<file path="config.mk">
export PLATFORM = sky130hd
export DESIGN_NAME = stopwatch_ctrl_flat
export DESIGN_NICKNAME = d
export VERILOG_FILES = /design/src/rtl/stopwatch_ctrl_if.sv /design/src/rtl/stopwatch_ctrl.sv /design/src/flat_wrapper.sv
export SDC_FILE = /design/constraint.sdc
export NUM_CORES = 1
export LEC_CHECK = 0
export ABC_AREA = 1
export CAP_MARGIN = 10
export CORE_MARGIN = 2
export CORE_UTILIZATION = 67
export CTS_BUF_LIST = sky130_fd_sc_hd__clkbuf_2
export CTS_CLUSTER_DIAMETER = 50
export DETAILED_ROUTE_END_ITERATION = 12
export PLACE_DENSITY = 0.95
export REMOVE_ABC_BUFFERS = 1
export SYNTH_ARGS = -nofsm -noshare
export SYNTH_HDL_FRONTEND = slang
export SYNTH_SLANG_ARGS = --single-unit
</file>
<file path="constraint.sdc">
create_clock -name clk -period 5.3 [get_ports clk]
set_input_delay 1.59 -clock clk [delete_from_list [all_inputs] [get_ports clk]]
set_output_delay 1.59 -clock clk [all_outputs]
set_load 0.02 [all_outputs]
</file>
<file path="src/rtl/stopwatch_ctrl_if.sv">
// Signal bundle between the stopwatch front panel / counter and the control block.
// The master side drives buttons and the live count; the slave side is the controller.
interface stopwatch_ctrl_if;
  logic       btn_start_stop;
  logic       btn_clear;
  logic       btn_lap;
  logic [7:0] time_reading;
  logic       init_regs;
  logic       count_enabled;
  logic [7:0] display;
  logic       lap_valid;
  logic [1:0] state;

  modport master (
    output btn_start_stop, btn_clear, btn_lap, time_reading,
    input  init_regs, count_enabled, display, lap_valid, state
  );

  modport slave (
    input  btn_start_stop, btn_clear, btn_lap, time_reading,
    output init_regs, count_enabled, display, lap_valid, state
  );
endinterface

</file>
<file path="src/rtl/stopwatch_ctrl.sv">
// Stopwatch controller: synchronizes and debounces three pushbuttons, turns accepted
// presses into one-cycle pulses and runs the IDLE/RUN/LAP/PAUSE control FSM.
module stopwatch_ctrl #(
  parameter int unsigned CLK_FREQ        = 100_000_000,
  parameter int unsigned DEBOUNCE_CYCLES = 1_000_000
) (
  input  logic             clk,
  input  logic             reset,
  stopwatch_ctrl_if.slave  bus
);

  // A zero clock or zero debounce setting degenerates to accepting every synchronized change.
  localparam int unsigned DB_CYCLES = (CLK_FREQ != 0 && DEBOUNCE_CYCLES != 0) ? DEBOUNCE_CYCLES : 1;
  localparam int unsigned CNT_W     = $clog2(DB_CYCLES + 1);
  localparam logic [CNT_W-1:0] CNT_LAST = CNT_W'(DB_CYCLES - 1);

  localparam int BTN_START = 0;
  localparam int BTN_CLEAR = 1;
  localparam int BTN_LAP   = 2;

  typedef enum logic [1:0] {
    IDLE  = 2'b00,
    RUN   = 2'b01,
    LAP   = 2'b10,
    PAUSE = 2'b11
  } state_t;

  typedef enum logic [1:0] {
    CMD_NONE,
    CMD_START,
    CMD_CLEAR,
    CMD_LAP
  } cmd_t;

  logic [2:0]       btn_raw;
  logic [2:0]       sync_meta;
  logic [2:0]       sync_q;
  logic [2:0]       level_q;
  logic [2:0]       level_prev;
  logic [CNT_W-1:0] db_cnt [3];
  logic [2:0]       press;
  cmd_t             cmd;

  state_t     state_q;
  logic       count_enabled_q;
  logic       init_regs_q;
  logic [7:0] lap_reg;

  assign btn_raw = {bus.btn_lap, bus.btn_clear, bus.btn_start_stop};

  // NOTE: every register uses <= so all flops sample their inputs from the same edge.
  always_ff @(posedge clk) begin
    if (reset) begin
      sync_meta <= '0;
      sync_q    <= '0;
    end else begin
      sync_meta <= btn_raw;
      sync_q    <= sync_meta;
    end
  end

  // Accepted level flips on the DB_CYCLES-th consecutive sample that disagrees with it.
  always_ff @(posedge clk) begin
    if (reset) begin
      level_q    <= '0;
      level_prev <= '0;
      // NOTE: the counter array is plain flops, so it is cleared with the rest of the state.
      for (int i = 0; i < 3; i++) db_cnt[i] <= '0;
    end else begin
      level_prev <= level_q;
      for (int i = 0; i < 3; i++) begin
        if (sync_q[i] == level_q[i]) begin
          db_cnt[i] <= '0;
        end else if (db_cnt[i] == CNT_LAST) begin
          level_q[i] <= sync_q[i];
          db_cnt[i]  <= '0;
        end else begin
          db_cnt[i] <= db_cnt[i] + CNT_W'(1);
        end
      end
    end
  end

  assign press = level_q & ~level_prev;

  // Only the highest-priority simultaneous press survives; the rest are dropped.
  always_comb begin
    cmd = CMD_NONE;
    if (press[BTN_START])      cmd = CMD_START;
    else if (press[BTN_CLEAR]) cmd = CMD_CLEAR;
    else if (press[BTN_LAP])   cmd = CMD_LAP;
  end

  always_ff @(posedge clk) begin
    if (reset) begin
      state_q         <= IDLE;
      count_enabled_q <= 1'b0;
      init_regs_q     <= 1'b1;
      lap_reg         <= '0;
    end else begin
      init_regs_q <= 1'b0;
      case (state_q)
        IDLE: begin
          if (cmd == CMD_START) begin
            state_q         <= RUN;
            count_enabled_q <= 1'b1;
          end else if (cmd == CMD_CLEAR) begin
            init_regs_q <= 1'b1;
          end
        end
        RUN: begin
          if (cmd == CMD_START) begin
            state_q         <= PAUSE;
            count_enabled_q <= 1'b0;
          end else if (cmd == CMD_LAP) begin
            state_q <= LAP;
            lap_reg <= bus.time_reading;
          end
        end
        LAP: begin
          if (cmd == CMD_START) begin
            state_q         <= PAUSE;
            count_enabled_q <= 1'b0;
          end else if (cmd == CMD_LAP) begin
            state_q <= RUN;
          end
        end
        PAUSE: begin
          if (cmd == CMD_START) begin
            state_q         <= RUN;
            count_enabled_q <= 1'b1;
          end else if (cmd == CMD_CLEAR) begin
            state_q     <= IDLE;
            init_regs_q <= 1'b1;
          end
        end
        default: begin
          state_q         <= IDLE;
          count_enabled_q <= 1'b0;
        end
      endcase
    end
  end

  assign bus.state         = state_q;
  assign bus.count_enabled = count_enabled_q;
  assign bus.init_regs     = init_regs_q;
  assign bus.lap_valid     = (state_q == LAP);
  assign bus.display       = (state_q == LAP) ? lap_reg : bus.time_reading;

endmodule
</file>
<file path="src/flat_wrapper.sv">
// flat-port wrapper written by rule: the top's interface ports become plain ports
module stopwatch_ctrl_flat 
#(
  parameter int unsigned CLK_FREQ        = 100_000_000,
  parameter int unsigned DEBOUNCE_CYCLES = 1_000_000
)
  (clk, reset, bus_btn_start_stop, bus_btn_clear, bus_btn_lap, bus_time_reading, bus_init_regs, bus_count_enabled, bus_display, bus_lap_valid, bus_state);
  stopwatch_ctrl_if bus_i ();
  input  logic clk;
  input  logic reset;
  input wire logic [$bits(bus_i.btn_start_stop)-1:0] bus_btn_start_stop;
  input wire logic [$bits(bus_i.btn_clear)-1:0] bus_btn_clear;
  input wire logic [$bits(bus_i.btn_lap)-1:0] bus_btn_lap;
  input wire logic [$bits(bus_i.time_reading)-1:0] bus_time_reading;
  output wire logic [$bits(bus_i.init_regs)-1:0] bus_init_regs;
  output wire logic [$bits(bus_i.count_enabled)-1:0] bus_count_enabled;
  output wire logic [$bits(bus_i.display)-1:0] bus_display;
  output wire logic [$bits(bus_i.lap_valid)-1:0] bus_lap_valid;
  output wire logic [$bits(bus_i.state)-1:0] bus_state;
  assign bus_i.btn_start_stop = bus_btn_start_stop;
  assign bus_i.btn_clear = bus_btn_clear;
  assign bus_i.btn_lap = bus_btn_lap;
  assign bus_i.time_reading = bus_time_reading;
  assign bus_init_regs = bus_i.init_regs;
  assign bus_count_enabled = bus_i.count_enabled;
  assign bus_display = bus_i.display;
  assign bus_lap_valid = bus_i.lap_valid;
  assign bus_state = bus_i.state;
  stopwatch_ctrl #(.CLK_FREQ(CLK_FREQ), .DEBOUNCE_CYCLES(DEBOUNCE_CYCLES)) u_core (.clk(clk), .reset(reset), .bus(bus_i));
endmodule
</file>
# [Yosys cells after proc, flatten, opt, wreduce, memory -nomap -nowiden]
# Memory sizes are Yosys's and may differ from the RTL's.
# Cells that the tools add are included.
[word_totals] register_bits=24 ramBits=60 input_bits=13 output_inout_bits=13 word_cells=118 mem_count=1
[memory_table] name="u_core.db_cnt" words=3 word_bits=20 rd=3 rd_ports_with_merged_regs=0 write_ports=3 line="stopwatch_ctrl.sv:40" source="logic [CNT_W-1:0] db_cnt [3];"
[classes] n_addsub=3 n_eq_ne=18 muxes=62 bitwise_logic=15 n_reduce_logical=9
[op_table] operator="$mux W20" n=9
[op_table] operator="$add A20 B1 Y20 const B" n=3
[op_table] operator="$eq A20 B20 Y1 const B" n=3
[op_table] operator="$mux W1" n=40
[op_table] operator="$mux W2" n=10
[op_table] operator="$ne A3 B1 Y1 const B" n=3
[op_table] operator="$or A1 B1 Y1" n=9
[op_table] operator="$eq A2 B2 Y1 const B" n=4
[op_table] operator="$mux W8" n=1
[op_table] operator="$pmux W2 S4" n=1
[op_table] operator="$reduce_and A2 Y1" n=4
[op_table] operator="$ne A2 B1 Y1 const B" n=3
[op_table] operator="$eq A2 B1 Y1 const B" n=2
[op_table] operator="$not A1 Y1" n=4
[op_table] operator="$reduce_and A4 Y1" n=1
[op_table] operator="$reduce_or A2 Y1" n=2
[op_table] operator="$and A3 B3 Y3" n=1
[op_table] operator="$eq A1 B1 Y1" n=3
[op_table] operator="$not A3 Y3" n=1
[op_table] operator="$reduce_and A3 Y1" n=1
[op_table] operator="$logic_not A2 Y1" n=1
[op_table] operator="$pmux W1 S2" n=1

# [Longest topological paths before layout]
# Gate-level depths: netlist of the first run.
[depth] ltp_word=9 ltp_mapped=10 mapped_depth_nobuf=9

# [Worst setup path after synthesis of the first run]
# OpenSTA, ideal clock, no wires.
[synth_timing] path_type="input-to-output" from="input port bus_time_reading[0]" to="output port bus_display[0]" arrival_time_ns=1.781 required_ns=3.710 slack_ns=1.929 cell_stages=2 n_path_buf=0 path_cell_list="nand2_1 nand2_1"
[synth_via] elab_chain_cells=1
[synth_lines] element="start: declaration" line="flat_wrapper.sv:14" source="input wire logic [$bits(bus_i.time_reading)-1:0] bus_time_reading;"
[synth_lines] element="$mux W8" line="stopwatch_ctrl.sv:149" source="assign bus.display = (state_q == LAP) ? lap_reg : bus.time_reading;"
[synth_lines] element="end: declaration" line="flat_wrapper.sv:17" source="output wire logic [$bits(bus_i.display)-1:0] bus_display;"
# No other way between the ends.

# [Worst setup path in the final report of the first run]
[layout_timing] from="input port bus_time_reading[1]" to="output port bus_display[1]"
# The elaborated chain is that of the path after synthesis.

==> results.sh, run 1 <==
export IMPL_largest_register_ffs=60
export IMPL_ys_types=29
export IMPL_cts_max_level=3
export IMPL_ys_top_cells_by_area="edfxtp_1, nand2_1, nor2_1"
export IMPL_ys_ff_latch=84
export IMPL_ant_nets=0
export IMPL_tns_ns=0
export IMPL_skew_ns=0.0233
export IMPL_period_minus_slack_ns=4.40
export IMPL_r2r_start="u_core.db_cnt[1][0]"
export IMPL_rsz0062_at_grt="no"
export IMPL_min_period_over_period_pct=83.0
export IMPL_clockRootBuffer="clkbuf_2"
export IMPL_vias=4000
export IMPL_yosysSeqAreaShare_pct=48.8
export IMPL_die_area_um2=7670
export IMPL_gp_congestion=0.903
export IMPL_startpoint_type="input port"
export IMPL_die_y_um=87.6
export IMPL_final_area_um2=5330
export IMPL_num_antenna_cells=0
export IMPL_drive_above_1_share_pct=5.87
export IMPL_cts_buffer_depth=2
export IMPL_fmax_ghz=0.227
export IMPL_syn2layout_area_growth_pct=13.9
export IMPL_timing_rr_end="u_core.db_cnt[1][18]"
export IMPL_core_area_um2=6790
export IMPL_hold_path_depth=2
export IMPL_slew_violations=0
export IMPL_crit_chain="clkdlybuf4s50_1, nand2_1, nand2_1, clkdlybuf4s50_1"
export IMPL_holdPathEnd="u_core.sync_q[0]"
export IMPL_crit_path_end_kind="output pin"
export IMPL_wl_per_cell_um=11.9
export IMPL_synth_edf_count=60
export IMPL_cts_sinks=84
export IMPL_grt_max_degree=21
export IMPL_ys_warn_count=0
export IMPL_synth_area_um2=4680
export IMPL_numCtsBuffers=9
export IMPL_fillCellCount=429
export IMPL_die_w_um=87.6
export IMPL_rrSetupSlack_ns=3.26
export IMPL_slew_headroom_pct=56.2
export IMPL_worst_pin_slew_ns=0.655
export IMPL_grt_antenna_before_repair=0
export IMPL_critical_path_class="in -> out"
export IMPL_synth_most_common_cell="nand2_1"
export IMPL_arrival_ns=2.81
export IMPL_gr_total_overflow=0
export IMPL_fin_nets=697
export IMPL_io_pins=26
export IMPL_hold_class="reg -> reg"
export IMPL_path_delay_family="buffers and inverters"
export IMPL_seq_power_share_pct=62.7
export IMPL_drc=0
export IMPL_place_area_um2=5220
export IMPL_leakagePower_nw=2.13
export IMPL_drtPass1Iterations=5
export IMPL_io_buffer_count=25
export IMPL_drtIter0Drc=253
export IMPL_critPathRequiredTime_ns=3.71
export IMPL_switchingPower_mw=0.318
export IMPL_vias_per_cell=5.15
export IMPL_ctsResizeCount=0
export IMPL_hold_start="u_core.sync_meta[0]"
export IMPL_maxCapViolations=0
export IMPL_p_sw_share_pct=26.5
export IMPL_cp_slowest_cell="clkdlybuf4s50_1"
export IMPL_grt_pass1_wl_um=15700
export IMPL_status="completed"
export IMPL_routed_wl_um=9220
export IMPL_grt_usage_pct=25.7
export IMPL_avgSynthCellArea_um2=7.96
export IMPL_synthTopCellsByCount="nand2_1, nor2_1, edfxtp_1, inv_1, nand3_1"
export IMPL_powerDensity_nw_per_um2=226
export IMPL_hpwl_um=6600
export IMPL_combPwrFrac_pct=9.5
export IMPL_crit_fanout=2
export IMPL_crit_path_max_incr_delay_ns=0.59
export IMPL_r2r_cells=6
export IMPL_clkPwrFrac_pct=27.8
export IMPL_p_int_mw=0.885
export IMPL_synthCells=588
export IMPL_fp_row_count=30
export IMPL_synthFlopType="edfxtp_1"
export IMPL_clk_pin_slew_worst_paths_ns=0.21
export IMPL_cts_hold_buffers_added=0
export IMPL_synth_top_area_share_pct=38.5
export IMPL_ir_drop_v=0.000191
export IMPL_yosysTopAreaCell="edfxtp_1"
export IMPL_worstSkewPairLatency_ns=0.54
export IMPL_cts_tree="built"
export IMPL_hold_viol=0
export IMPL_synthArstFlopShare_pct=0
export IMPL_critPathBufInv=2
export IMPL_utilization_pct=78.4
export IMPL_initial_core_util_pct=68.9
export IMPL_cts_setup_buffers=0
export IMPL_grt_pass1_vias=3763
export IMPL_finalSetupViolCount=0
cell type report:
class | count | area [um2] | area share, %
clock buffer | 11 | 55.1 | 1.03
clock inverter | 5 | 51.3 | 0.963
inverter | 58 | 218 | 4.09
multi-input combinational | 498 | 2350 | 44.1
sequential | 84 | 2280 | 42.8
tap | 96 | 120 | 2.25
timing repair buffer | 25 | 250 | 4.70
metrics by stage:
step           hold slack [ns]  worst slack (ns)  total power [mW]  instances
2_1_floorplan            0.388              1.93             0.834        640
3_3_place_gp             0.391             0.943             0.870        761
3_5_place_dp             0.399             0.906             0.878        761
4_1_cts                  0.423             0.894              1.20        777
5_1_grt                  0.457             0.828              1.25        777
6_report                 0.421             0.899              1.20        777
logic make-up (layout without fill, tap and decap cells):
family	Yosys count	in the layout	synth area share, %
and+or+nand+nor	357	357	33.1
adders and majority gates	8	8	2.14
other	1	60	0.0801
AOI/OAI and AO/OA	45	45	4.92
DFF	84	84	48.8
xor gates and xnor gates	28	28	5.24
buffers and inverters	65	99	5.72
worst max-delay path by stage:
stage,from,endpoint,slack (ns),cells after the start
floorplan,bus_time_reading[0],bus_display[0],1.93,2
global placement,bus_time_reading[1],bus_display[1],0.94,4
detailed placement,bus_time_reading[1],bus_display[1],0.91,4
CTS,bus_time_reading[1],bus_display[1],0.89,4
global route,bus_time_reading[1],bus_display[1],0.83,4
finish,bus_time_reading[1],bus_display[1],0.90,4
power groups by stage:
stage	Sequential, mW	Combinational [mW]	Clock, mW
global route	0.758	0.129	0.358
detailed placement	0.767	0.111	0
global placement	0.766	0.105	0
CTS	0.753	0.113	0.330
floorplan	0.763	0.0706	0
finish	0.755	0.115	0.334
metal layers:
| layer | share of wire, % | global-route usage [%] | routed length [um] | vias to the layer above |
|---|---|---|---|---|
| met2 | 49 | 43.4 | 4540 | 133 |
| met1 | 44 | 32.5 | 4040 | 1830 |
| met5 | 0 | 0 | 0 | - |
| met4 | 2.0 | 11.3 | 183 | 0 |
| met3 | 5.0 | 4.62 | 457 | 22 |
| li1 | - | - | - | 2015 |
worst min-delay path, stage by stage (launching register included):
cell	delay [ns]
dfxtp_1	0.34
inv_1	0.04
nor2_1	0.03
placed cells by master (no fill, tap or decap), drive strengths merged:
cell	instances
nor2	142
nand2	150
xor2	17
nand3	32
nor3	6
nand4	15
dfxtp	24
nand3b	8
conb	60
edfxtp	60
bufinv	1
inv	60
o21bai	2
clkinv	2
a21oi	26
ha	8
clkdlybuf4s50	25
xnor2	11
clkbuf	11
or2	4
o21ai	17
(Power assumes the default switching activity.)
==> run 2, diff against run 1 <==
--- a/config.mk
+++ b/config.mk
@@ -8,11 +8,11 @@
 export ABC_AREA = 1
 export CAP_MARGIN = 10
 export CORE_MARGIN = 2
-export CORE_UTILIZATION = 67
+export CORE_UTILIZATION = 62
 export CTS_BUF_LIST = sky130_fd_sc_hd__clkbuf_2
 export CTS_CLUSTER_DIAMETER = 50
 export DETAILED_ROUTE_END_ITERATION = 12
-export PLACE_DENSITY = 0.95
+export PLACE_DENSITY = 0.89
 export REMOVE_ABC_BUFFERS = 1
 export SYNTH_ARGS = -nofsm -noshare
 export SYNTH_HDL_FRONTEND = slang
==> constraint.sdc (replaced) <==
create_clock -name clk -period 4.3 [get_ports clk]
set_input_delay 1.29 -clock clk [delete_from_list [all_inputs] [get_ports clk]]
set_output_delay 1.29 -clock clk [all_outputs]
set_load 0.02 [all_outputs]
==> run 2 against run 1 <==
Clock power grew 19%. Die area increased by 7.7%. Sequential share of layout area is essentially flat. Worst setup slack lost 0.46 ns. Flip-flop and latch count is the same. Largest power group unchanged.
==> results.sh, run 2 (synthesis results as in run 1) <==
export IMPL_slew_headroom_pct=56.0
export IMPL_core_area_um2=7290
export IMPL_grt_max_degree=21
export IMPL_worst_pin_slew_ns=0.658
export IMPL_path_delay_family="buffers and inverters"
export IMPL_cts_tree="built"
export IMPL_period_minus_slack_ns=3.86
export IMPL_io_pins=26
export IMPL_grt_pass1_wl_um=15100
export IMPL_drtPass1Iterations=4
export IMPL_fmax_ghz=0.259
export IMPL_hpwl_um=6390
export IMPL_hold_class="reg -> reg"
export IMPL_gr_total_overflow=0
export IMPL_fin_nets=697
export IMPL_powerDensity_nw_per_um2=275
export IMPL_status="completed"
export IMPL_hold_path_depth=2
export IMPL_r2r_cells=6
export IMPL_cts_sinks=84
export IMPL_gp_congestion=0.943
export IMPL_finalSetupViolCount=0
export IMPL_critPathBufInv=3
export IMPL_syn2layout_area_growth_pct=14.0
export IMPL_final_common_cell="nand2_1"
export IMPL_cp_slowest_cell="clkdlybuf4s50_1"
export IMPL_p_total_mw=1.46
export IMPL_place_ws_ns=0.513
export IMPL_io_buffer_count=25
export IMPL_die_y_um=90.9
export IMPL_cts_setup_buffers=0
export IMPL_hold_viol=0
export IMPL_wl_per_cell_um=10.9
export IMPL_vias=3859
export IMPL_largest_register_ffs=60
export IMPL_vias_per_cell=4.95
export IMPL_crit_path_max_incr_delay_ns=0.53
export IMPL_rsz0062_at_grt="no"
export IMPL_register_area_um2=2280
export IMPL_clk_pin_slew_worst_paths_ns=0.20
export IMPL_die_area_um2=8260
export IMPL_die_w_um=90.9
export IMPL_final_cell_mix="nand2_1, nor2_1, edfxtp_1, conb_1, inv_1"
export IMPL_skew_ns=0.0299
export IMPL_critPathRequiredTime_ns=3.01
export IMPL_crit_fanout=11
export IMPL_grt_pass1_vias=3675
export IMPL_hold_start="u_core.sync_meta[0]"
export IMPL_crit_chain="inv_1, ha_1, clkinv_1, nand2_1, nand2_1, clkdlybuf4s50_1"
export IMPL_leakagePower_nw=2.13
export IMPL_min_period_over_period_pct=89.7
export IMPL_clockRootBuffer="clkbuf_2"
export IMPL_cts_hold_buffers_added=0
export IMPL_routed_wl_um=8500
export IMPL_drc=0
export IMPL_multi_input_area_um2=2350
export IMPL_startpoint_type="register"
export IMPL_r2r_start="u_core.db_cnt[1][0]"
export IMPL_drtIter0Drc=191
export IMPL_ir_drop_v=0.000171
export IMPL_crit_path_end_kind="output pin"
export IMPL_initial_core_util_pct=64.2
export IMPL_cts_buffer_depth=2
export IMPL_holdPathEnd="u_core.sync_q[0]"
export IMPL_setup_ws_ns=0.442
export IMPL_numCtsBuffers=9
export IMPL_cts_max_level=3
export IMPL_fp_row_count=31
export IMPL_critical_path_class="reg -> out"
export IMPL_slew_violations=0
export IMPL_arrival_ns=2.57
export IMPL_rrSetupSlack_ns=2.26
export IMPL_grt_antenna_before_repair=0
export IMPL_tns_ns=0
export IMPL_ant_nets=0
export IMPL_drive_above_1_share_pct=5.87
export IMPL_maxCapViolations=0
export IMPL_ctsResizeCount=0
export IMPL_worst_path_most_repeated_cell="nand2_1"
export IMPL_grt_usage_pct=22.3
export IMPL_fillCellCount=576
export IMPL_num_antenna_cells=0
export IMPL_worstSkewPairLatency_ns=0.54
export IMPL_timing_rr_end="u_core.db_cnt[1][15]"
[run 2: how the worst max path moves through the flow]
stage                                    from              to  slack, ns  depth (start not counted)
after floorplan           u_core.bus.state[1]  bus_display[0]       1.46                          4
after global placement    bus_time_reading[0]  bus_display[0]       0.54                          4
after detailed placement  bus_time_reading[3]  bus_display[3]       0.51                          4
after CTS                 u_core.bus.state[0]  bus_display[5]       0.42                          6
after global routing      u_core.bus.state[0]  bus_display[5]       0.17                          6
final                     u_core.bus.state[0]  bus_display[5]       0.44                          6
[run 2: per-stage QoR]
| step | instances | cell area [um2] | hold slack, ns | util (%) |
|---|---|---|---|---|
| final | 780 | 5330 | 0.404 | 73.1 |
| after global routing | 780 | 5330 | 0.430 | 73.1 |
| after CTS | 780 | 5330 | 0.420 | 73.1 |
| after detailed placement | 764 | 5230 | 0.399 | 71.7 |
| after global placement | 764 | 5230 | 0.392 | 71.7 |
| after floorplan | 640 | 4850 | 0.388 | - |
[run 2: power by group]
| group | total (mW) | switching (mW) | internal, mW |
|---|---|---|---|
| combinational | 0.138 | 0.0815 | 0.0560 |
| clock | 0.398 | 0.261 | 0.137 |
| sequential | 0.929 | 0.0322 | 0.897 |
| total | 1.46 | 0.375 | 1.09 |
[run 2: layout make-up]
cell class / instances / area share [%]
clock buffer: 11 / 1.03
multi-input combinational: 498 / 44.1
clock inverter: 5 / 0.985
sequential: 84 / 42.8
timing repair buffer: 25 / 4.69
tap: 99 / 2.32
inverter: 58 / 4.08
[run 2: worst reg2reg max path: stages (launching register included)]
cell and delay (ns):
edfxtp_1 0.47, ha_1 0.24, nand3_2 0.17, inv_1 0.09, nand3_1 0.14, nand2_1 0.53
nor2_1 0.13
[run 2: routing by layer]
| metal | part of all wire, % | global-route usage, % |
|---|---|---|
| met4 | 1.5 | 8.59 |
| met3 | 4.3 | 4.84 |
| met2 | 48 | 38.6 |
| met5 | 0 | 0 |
| met1 | 46 | 27.4 |
==> run 3, diff against run 2 <==
--- a/config.mk
+++ b/config.mk
@@ -8,12 +8,13 @@
 export ABC_AREA = 1
 export CAP_MARGIN = 10
 export CORE_MARGIN = 2
-export CORE_UTILIZATION = 62
+export CORE_UTILIZATION = 55
 export CTS_BUF_LIST = sky130_fd_sc_hd__clkbuf_2
 export CTS_CLUSTER_DIAMETER = 50
 export DETAILED_ROUTE_END_ITERATION = 12
-export PLACE_DENSITY = 0.89
+export PLACE_DENSITY = 0.81
 export REMOVE_ABC_BUFFERS = 1
 export SYNTH_ARGS = -nofsm -noshare
 export SYNTH_HDL_FRONTEND = slang
 export SYNTH_SLANG_ARGS = --single-unit
+export TNS_END_PERCENT = 1
==> run 3 against run 2 <==
Maximum frequency is 1.3% lower. Critical path depth unchanged. First-iteration DRC count shrank 29%. Highest routed layer unchanged.
==> results.sh, run 3 (synthesis results as in run 1) <==
export IMPL_drtPass1Iterations=7
export IMPL_cts_tree="built"
export IMPL_syn2layout_area_growth_pct=13.5
export IMPL_die_w_um=96.2
export IMPL_crit_path_end_kind="output pin"
export IMPL_drive_above_1_share_pct=5.87
export IMPL_crit_fanout=11
export IMPL_rrSetupSlack_ns=2.34
export IMPL_critPathRequiredTime_ns=3.01
export IMPL_seq_power_share_pct=66.2
export IMPL_skew_ns=0.0320
export IMPL_io_buffer_count=25
export IMPL_hpwl_um=6390
export IMPL_holdPathEnd="u_core.sync_q[0]"
export IMPL_combPwrFrac_pct=9.7
export IMPL_finalSetupViolCount=0
export IMPL_grt_pass1_wl_um=14700
export IMPL_fin_cells=786
export IMPL_worstSkewPairLatency_ns=0.56
export IMPL_ctsResizeCount=0
export IMPL_hold_path_depth=2
export IMPL_powerDensity_nw_per_um2=264
export IMPL_dp_cells=770
export IMPL_tns_ns=0
export IMPL_cts_hold_buffers_added=0
export IMPL_worst_pin_slew_ns=0.645
export IMPL_drtIter0Drc=136
export IMPL_fp_row_count=33
export IMPL_routed_wl_um=8520
export IMPL_fmax_ghz=0.256
export IMPL_ir_drop_v=0.000183
export IMPL_grt_antenna_before_repair=0
export IMPL_largest_register_ffs=60
export IMPL_initial_core_util_pct=57.0
export IMPL_critical_path_class="reg -> out"
export IMPL_numCtsBuffers=9
export IMPL_p_int_mw=1.03
export IMPL_setup_ws_ns=0.392
export IMPL_utilization_pct=64.6
export IMPL_vias_per_cell=4.91
export IMPL_rsz0062_at_grt="no"
export IMPL_min_period_over_period_pct=90.9
export IMPL_grt_usage_pct=20.2
export IMPL_maxCapViolations=0
export IMPL_wl_per_cell_um=10.8
export IMPL_status="completed"
export IMPL_slew_violations=0
export IMPL_gp_congestion=0.907
export IMPL_core_area_um2=8220
export IMPL_clkPwrFrac_pct=24.0
export IMPL_slew_headroom_pct=56.9
export IMPL_drc=0
export IMPL_hold_viol=0
export IMPL_vias=3860
export IMPL_clockRootBuffer="clkbuf_2"
export IMPL_hold_class="reg -> reg"
export IMPL_grt_max_degree=21
export IMPL_final_common_cell="nand2_1"
export IMPL_startpoint_type="register"
export IMPL_p_sw_share_pct=26.5
export IMPL_io_pins=26
export IMPL_cts_max_level=3
export IMPL_timing_rr_end="u_core.db_cnt[1][18]"
export IMPL_place_ws_ns=0.508
export IMPL_cts_buffer_depth=2
export IMPL_final_cell_mix="nand2_1, nor2_1, edfxtp_1, conb_1, inv_1"
export IMPL_num_antenna_cells=0
export IMPL_die_area_um2=9260
export IMPL_period_minus_slack_ns=3.91
export IMPL_die_y_um=96.2
export IMPL_clk_pin_slew_worst_paths_ns=0.19
export IMPL_fin_nets=697
export IMPL_arrival_ns=2.62
export IMPL_cts_sinks=84
export IMPL_switchingPower_mw=0.371
export IMPL_leakagePower_nw=2.12
export IMPL_r2r_cells=6
export IMPL_ant_nets=0
export IMPL_cts_setup_buffers=0
export IMPL_hold_start="u_core.sync_meta[0]"
export IMPL_gr_total_overflow=0
export IMPL_grt_pass1_vias=3606
export IMPL_r2r_start="u_core.db_cnt[1][0]"
## run 3: final cells by class
| class | count | area, um2 |
|---|---|---|
| Clock buffer | 12 | 60.1 |
| Clock inverter | 4 | 17.5 |
| Fill cell | 709 | 2910 |
| Inverter | 58 | 218 |
| Multi-Input combinational cell | 498 | 2350 |
| Sequential cell | 84 | 2280 |
| Tap cell | 105 | 131 |
| Timing Repair Buffer | 25 | 250 |
## run 3: metrics by stage
step	hold slack [ns]	total power [mW]	instance area, um2
CTS	0.411	1.41	5310
detailed placement	0.394	1.08	5230
finish	0.414	1.40	5310
global placement	0.392	1.07	5230
floorplan	0.388	1.03	4850
global route	0.441	1.47	5310
## run 3: worst max-delay path by stage
stage,cells after the start,startpoint,slack [ns],to
floorplan,4,u_core.bus.state[1],1.46,bus_display[0]
global placement,4,bus_time_reading[0],0.54,bus_display[0]
detailed placement,4,bus_time_reading[1],0.51,bus_display[1]
CTS,6,u_core.bus.state[0],0.36,bus_display[1]
global route,6,u_core.bus.state[0],0.19,bus_display[3]
finish,6,u_core.bus.state[0],0.39,bus_display[1]
## run 3: power by group through the flow
| stage | combinational [mW] | sequential [mW] | clock (mW) |
|---|---|---|---|
| finish | 0.137 | 0.929 | 0.337 |
| CTS | 0.135 | 0.928 | 0.345 |
| detailed placement | 0.135 | 0.946 | 0 |
| global route | 0.157 | 0.934 | 0.375 |
| floorplan | 0.0871 | 0.941 | 0 |
| global placement | 0.130 | 0.944 | 0 |
## run 3: routing by layer
layer | vias to the layer above | GRT usage [%] | routed length [um]
met4 | 0 | 9.17 | 145
met5 | - | 0 | 0
met1 | 1752 | 25.2 | 3980
li1 | 2015 | - | -
met2 | 77 | 33.4 | 4050
met3 | 16 | 4.46 | 346
## run 3: critical path, cell delays in order, from the launching register on
cell and delay [ns]:
dfxtp_1 0.41, inv_1 0.15, ha_1 0.42, clkinv_1 0.36, nand2_1 0.14, nand2_1 0.06, clkdlybuf4s50_1 0.54
